`config.mk`:
```
export PLATFORM = sky130hd
export DESIGN_NAME = dmem_port_arbiter
export DESIGN_NICKNAME = d
export VERILOG_FILES = /design/src/rtl/dmem_port_arbiter.sv
export SDC_FILE = /design/constraint.sdc
export NUM_CORES = 1
export LEC_CHECK = 0
export ABC_AREA = 0
export CAP_MARGIN = 25
export CORE_AREA = 3 3 114 116
export CTS_CLUSTER_SIZE = 25
export DETAILED_ROUTE_END_ITERATION = 16
export DIE_AREA = 0 0 117 119
export GPL_ROUTABILITY_DRIVEN = 0
export PLACE_DENSITY = 0.77
export SYNTH_ARGS = -nofsm -noshare
export SYNTH_HDL_FRONTEND = slang
export SYNTH_SLANG_ARGS = --single-unit
```
`constraint.sdc`:
```
create_clock -name clk -period 3.35 [get_ports clk]
set_input_delay 1.005 -clock clk [delete_from_list [all_inputs] [get_ports clk]]
set_output_delay 1.005 -clock clk [all_outputs]
set_load 0.005 [all_outputs]
```
`src/rtl/dmem_port_arbiter.sv`:
```
// Single data-port arbiter for the shared RAM: the CPU load/store path and the host
// compete for one port, with a host halt mode and a saturating contention counter.
module dmem_port_arbiter #(
   parameter int ADDR_W = 12,
   parameter int CNT_W  = 16
) (
   input  logic              clk,
   input  logic              rst,
   input  logic              cpu_rd,
   input  logic              cpu_wr,
   input  logic [31:0]       cpu_addr,
   input  logic [31:0]       cpu_wdata,
   output logic [31:0]       cpu_rdata,
   output logic              cpu_stall,
   input  logic              host_req,
   input  logic              host_we,
   input  logic [31:0]       host_addr,
   input  logic [31:0]       host_wdata,
   input  logic              host_halt,
   output logic              host_ack,
   output logic [31:0]       host_rdata,
   output logic [ADDR_W-1:0] ram_addr,
   output logic [31:0]       ram_wdata,
   output logic              ram_we,
   output logic              ram_re,
   input  logic [31:0]       ram_rdata,
   output logic [CNT_W-1:0]  contention_cnt
);

   typedef enum logic {RUN, HALT} state_t;
   typedef enum logic {PRIO_CPU, PRIO_HOST} prio_t;

   state_t state_q, state_d;
   prio_t  prio_q, prio_d;
   logic   ack_pending;
   logic   cpu_req, cpu_elig, host_elig, both_elig;
   logic   grant_cpu, grant_host;

   // Address bits above the RAM width are deliberately dropped.
   logic unused_addr_bits;
   assign unused_addr_bits = ^{cpu_addr[31:ADDR_W], host_addr[31:ADDR_W]};

   always_ff @(posedge clk) begin
      if (rst) begin
         state_q <= RUN;
         prio_q  <= PRIO_CPU;
      end else begin
         state_q <= state_d;
         prio_q  <= prio_d;
      end
   end

   always_comb begin
      cpu_req    = cpu_rd | cpu_wr;
      cpu_elig   = cpu_req & (state_q == RUN);
      host_elig  = host_req & ~ack_pending;
      both_elig  = cpu_elig & host_elig;
      // Reset kills both grants so nothing granted in a reset cycle reaches the RAM.
      grant_cpu  = cpu_elig & (~host_elig | (prio_q == PRIO_CPU)) & ~rst;
      grant_host = host_elig & (~cpu_elig | (prio_q == PRIO_HOST)) & ~rst;

      state_d = host_halt ? HALT : RUN;
      prio_d  = prio_q;
      if (state_q == HALT && !host_halt)
         prio_d = PRIO_CPU;
      else if (both_elig)
         prio_d = grant_cpu ? PRIO_HOST : PRIO_CPU;

      ram_addr  = '0;
      ram_wdata = '0;
      ram_we    = 1'b0;
      ram_re    = 1'b0;
      if (grant_cpu) begin
         ram_addr  = cpu_addr[ADDR_W-1:0];
         ram_wdata = cpu_wdata;
         ram_we    = cpu_wr;
         ram_re    = ~cpu_wr;
      end else if (grant_host) begin
         ram_addr  = host_addr[ADDR_W-1:0];
         ram_wdata = host_wdata;
         ram_we    = host_we;
         ram_re    = ~host_we;
      end

      cpu_rdata = grant_cpu ? ram_rdata : '0;
      cpu_stall = (cpu_req & ~grant_cpu) | (state_q == HALT);
   end

   // ack_pending blocks the host for the ack cycle, so it completes at most every 2 cycles.
   always_ff @(posedge clk) begin
      if (rst) begin
         ack_pending    <= 1'b0;
         host_ack       <= 1'b0;
         host_rdata     <= '0;
         contention_cnt <= '0;
      end else begin
         ack_pending <= grant_host;
         host_ack    <= grant_host;
         if (grant_host && !host_we)
            host_rdata <= ram_rdata;
         if (both_elig && !(&contention_cnt))
            contention_cnt <= contention_cnt + {{(CNT_W-1){1'b0}}, 1'b1};
      end
   end

endmodule
```
# Yosys cells after proc, flatten, opt, wreduce, memory -nomap -nowiden

Index checks and enable logic that the tools add are counted.

Register bits after elaboration: 51
Output and inout bits: 128
Word-level logic and storage cells: 46

Add/sub/neg operators: 1
Bitwise logic cells: 21
Muxes and demuxes: 11
Reductions and logical operators: 8

Operator list:

| cell                                           | number |
|---|---|
| 2-to-1 mux 32 bit                              | 3 |
| 2-to-1 mux 12 bit                              | 2 |
| adder 16 x 1 -> 16 bit (second input constant) | 1 |
| AND reduction 16 bit                           | 1 |
| NOT 1 bit                                      | 9 |
| bitwise AND 1 bit                              | 8 |
| 2-to-1 mux 1 bit                               | 6 |
| OR 1 bit                                       | 4 |
| logical AND 1 bit                              | 3 |
| logical NOT 1 bit                              | 3 |
| OR reduction 2 bit                             | 1 |

# Logic depth before layout (Yosys ltp)

Gate-level depths: netlist of run 1.

Depth in word-level cells: 9
Depth in mapped cells: 7
Depth with buffers taken out: 5

# Least setup slack after synthesis of run 1

OpenSTA, ideal clock, no wires.

Path type: input-to-output
Start point: in rst
End point: out ram_wdata[13]
Data required time: 2345 ps
Data arrival time: 2371 ps
Stages: 6
Setup slack: -26 ps
Buffers on the path: 3
Cell sequence: clkbuf_1 nor3b_1 o21a_1 clkbuf_1 buf_1 a22o_1

Cells in the longest elaborated chain, start to end: 4
Elaborated cells on any way between the ends: 5
Classes of those cells: mux: 2; bitwise: 3

Ends and longest elaborated chain:

| what                  | RTL line | text |
|---|---|---|
| start: declaration    | 8        | `input logic rst,` |
| NOT 1 bit (*)         | 59, 60   |  |
| bitwise AND 1 bit     | 60       | `grant_host = host_elig & (~cpu_elig \| (prio_q == PRIO_HOST)) & ~rst;` |
| 2-to-1 mux 32 bit     | 78       | `end else if (grant_host) begin` |
| 2-to-1 mux 32 bit (*) | 73       | `if (grant_cpu) begin` |
| end: declaration      | 23       | `output logic [31:0] ram_wdata,` |

Every way passes the cells marked *; elsewhere a longest branch is shown, timed or not.

# Worst setup path after layout of run 1

Start point: in host_req
End point: out ram_wdata[20]

Cells in the longest elaborated chain, start to end: 6
Elaborated cells on any way between the ends: 9
Classes of those cells: mux: 2; bitwise: 7

Ends and longest elaborated chain:

| what                            | RTL line | text |
|---|---|---|
| start: declaration              | 15       | `input logic host_req,` |
| bitwise AND 1 bit (*)           | 56       | `host_elig = host_req & ~ack_pending;` |
| NOT 1 bit                       | 59       | `grant_cpu = cpu_elig & (~host_elig \| (prio_q == PRIO_CPU)) & ~rst;` |
| OR 1 bit                        | 59       |  |
| bitwise AND 1 bit (2 in series) | 59       |  |
| 2-to-1 mux 32 bit (*)           | 73       |  |

Marked as above.

==> impl_results.md, run 1 <==
* Status: finished, violations left
* Violated checks: negative setup slack
* Crit path cell chain: buf_6 > nor2b_4 > a2111oi_4 > buf_6 > buf_8 > buf_6 > buf_6 > a22o_1 > buf_2
* # diodes at 0
* Clock tree sinks at 51
* Max-slew headroom at 64.30%
* Slew Viols, Final at 0
* Endpoint type of the worst setup path: output pin
* Antenna-violating nets left at 0
* Fraction of registers with async set/reset at 0%
* Clock skew at 0.005162 ns
* Util after Layout at 48.69%
* Worst hold path type: reg -> reg
* WP buf/inv at 6
* Delay-heaviest family, CP: buffers and inverters
* Cell variety after synth at 37
* Crit path launch: host_req
* Congestion Overflow GR at 0
* Worst setup SP type: primary input
* Inst Count DP at 754
* Row count at 40
* Post-route insts no fill at 776
* Synth Instances at 352
* Total track usage at 18.61%
* WS Path Type: in -> out
* Drt wl/cell at 17.20 um
* Pwr dens at 284.2 nW/um^2
* DPL Wire Length at 10150 um
* Sequential fraction of the synthesis area at 37.09%
* EDFF count, synth at 0
* Number of global-route vias before repair at 3920
* Maximum clock path buffer count at 2
* Layout cell share with drive strength beyond 1 at 24.64%
* WL final at 13350 um
* Crit-path max FO at 4
* Synth warn at 0
* TritonCTS buffer count at 5
* Top cell type's share of synthesized area at 37.09%
* Post-cts hold buffer count at 0
* Fin worst setup slack at -0.01612 ns
* # Max-Cap Violations at 0
* Core box area at 12010 um^2
* Worst-Skew Late Latency at 0.29 ns
* Initial antenna violation count at 0
* Max Clk Rate at 297.1 MHz
* Clock slew at reported path FFs at 0.07 ns
* Layout filler cell count at 1177
* Post-synth top area cell: dfxtp_1
* Worst r2r src: contention_cnt[0]
* Leak Pwr at 0.002341 uW
* Starting density of the core at 22.92%
* First drt pass iteration count at 4
* Die H at 119 um
* RSZ-0062 raised after global routing: true
* Global-route wire length before repair at 20540 um
* Post-synth top flop: dfxtp_1
* PortBufs at 254
* Boundary Pins at 295
* Critical path's slowest cell: a2111oi_4
* Synth top area cells: dfxtp_1 37%, a22o_1 14%, nand2_1 10%
* Die area at 13920 um^2
* Yosys reg bits at 51
* Final Hold Vio Count at 0
* Max H-tree Level at 2
* CTS Root Cell: clkbuf_16
* Vias at 3757
* Mapped Nets at 520
* DRC at 0
* Peak supply drop at 0.2030 mV
* Post-route clock period utilization at 100.5%
* Vias per cell at 4.841
* CP arrival at 2.36 ns
* Die width at 117 um
* Final setup violation count at 8
* Pin count of the biggest net entering global routing at 33
* Tightest Pin Transition at 0.5311 ns
* TritonCTS clock tree: built
* Hold Path Origin: host_rdata[29]
* Mapped Area at 2753 um^2
* Required time of the critical path at 2.34 ns
* Min cycle time layout at 3.366 ns
* Critical Path Most Common Cell: buf_6
* P&R area growth vs syn at 112.5%
* DR iter-0 viols at 181
* Avg Inst Size Synth at 7.820 um^2
* CP max stage delay at 0.31 ns
* NumNets Final at 796
power by group:
part	internal [uW]	switching, uW	total [uW]
registers	617	10.8	628
logic	327	180	508
clock network	299	228	526
placed cells by master (no fill, tap or decap), types with 4 or more instances in the layout:
cell type,n
clkdlybuf4s50_1,172
nand2_1,73
dfxtp_1,51
a21oi_1,45
a22o_1,44
buf_2,33
buf_6,30
clkbuf_2,27
buf_4,22
and2_1,20
and2_4,12
or4_1,10
nor2_1,9
o31ai_1,7
clkbuf_16,6
nand4_1,5
nand3_1,4
o21ai_0,4
dlygate4sd2_1,4
buf_12,4
path summary, 6_finish.rpt:
path | to | slack (ns) | cells past startpoint
min | host_rdata[29] | 0.46 | 2
max reg2reg | contention_cnt[10] | 1.15 | 5
min reg2reg | host_rdata[29] | 0.46 | 2
max | ram_wdata[20] | -0.02 | 9
cell usage after synthesis, types with 2 or more instances:
master and instances:
nand2_1 73, dfxtp_1 51, a21oi_1 45, a22o_1 45, and2_1 32, clkbuf_1 22, nor2_1 10, or4_1 10
o31ai_1 7, buf_1 5, nand4_1 5, nand3_1 4, nor2b_1 4, o21ai_0 4, inv_1 3, mux2_2 3
nor3_1 3, or3_1 3, buf_2 2, nor3b_1 2, nor4_1 2, or2_2 2
flip-flops by register name, summed over array words and instances, names as in the netlist:
register / flops
contention_cnt: 16
host_rdata: 32
prio_q: 1
ack_pending: 1
state_q: 1
layer usage:
metal,global-route usage (%),wire length (um),share of wire [%],vias up
met2,34.21,7054,53,170
met3,5.183,972,7.3,25
met1,20.48,4945,37,1747
met5,0,0,0,-
li1,-,-,-,1815
met4,5.161,377,2.8,0
repair_timing:
action                     4_1_cts  5_1_grt
buffers inserted                10        0
cloned                           4        1
pin swaps                        9       24
setup endpoints to repair       79       74
gates resized for setup        262       85
logic make-up after synthesis:
| logic type | count (synthesis) | synth area share [%] |
|---|---|---|
| AOI/OAI and AO/OA | 110 | 28.46 |
| and+or+nand+nor | 155 | 28.32 |
| muxes | 3 | 1.227 |
| adders and majority gates | 1 | 0.4545 |
| DFF | 51 | 37.09 |
| buffers and inverters | 32 | 4.455 |
per-stage QoR:
| step | TNS (ns) | setup WS (ns) | cell area [um^2] | hold WS, ns | power [uW] |
|---|---|---|---|---|---|
| floorplan | -0.5773 | -0.02232 | 2755 | 0.4527 | 766.7 |
| global placement | -55.97 | -0.8020 | 5632 | 0.4412 | 1121 |
| detailed placement | -57.90 | -0.8417 | 5632 | 0.4484 | 1131 |
| CTS | -0.04383 | -0.01240 | 5799 | 0.4601 | 1670 |
| global route | -1.815 | -0.06935 | 5848 | 0.4741 | 1739 |
| finish | -0.05270 | -0.01612 | 5848 | 0.4580 | 1662 |
worst min-delay path: cells and delay by family, from the launching register on:
family / cells / cell delay [ns]
AO/OA/AOI/OAI: 1 / 0.05
flip-flops: 1 / 0.31
AND/OR/NAND/NOR: 1 / 0.05
area by class of cell:
cell class / count / area (um^2) / share of cell area [%]
repair buffers: 298 / 2770 / 47.37
clock inverters: 2 / 16.27 / 0.2781
multi-input cells: 269 / 1707 / 29.18
clock buffers: 6 / 138.9 / 2.375
flip-flops and latches: 51 / 1021 / 17.46
well taps: 147 / 183.9 / 3.145
inverters: 3 / 11.26 / 0.1926
(Power assumes the default switching activity.)
==> inputs of run 2 (changes only) <==
Settings changed: CTS_BUF_LIST set to sky130_fd_sc_hd__clkbuf_4 sky130_fd_sc_hd__clkbuf_8 sky130_fd_sc_hd__clkbuf_16, SLEW_MARGIN set to 40.
==> results of run 2 <==
No change in the layout: final DEF, timing and power equal those of run 1.
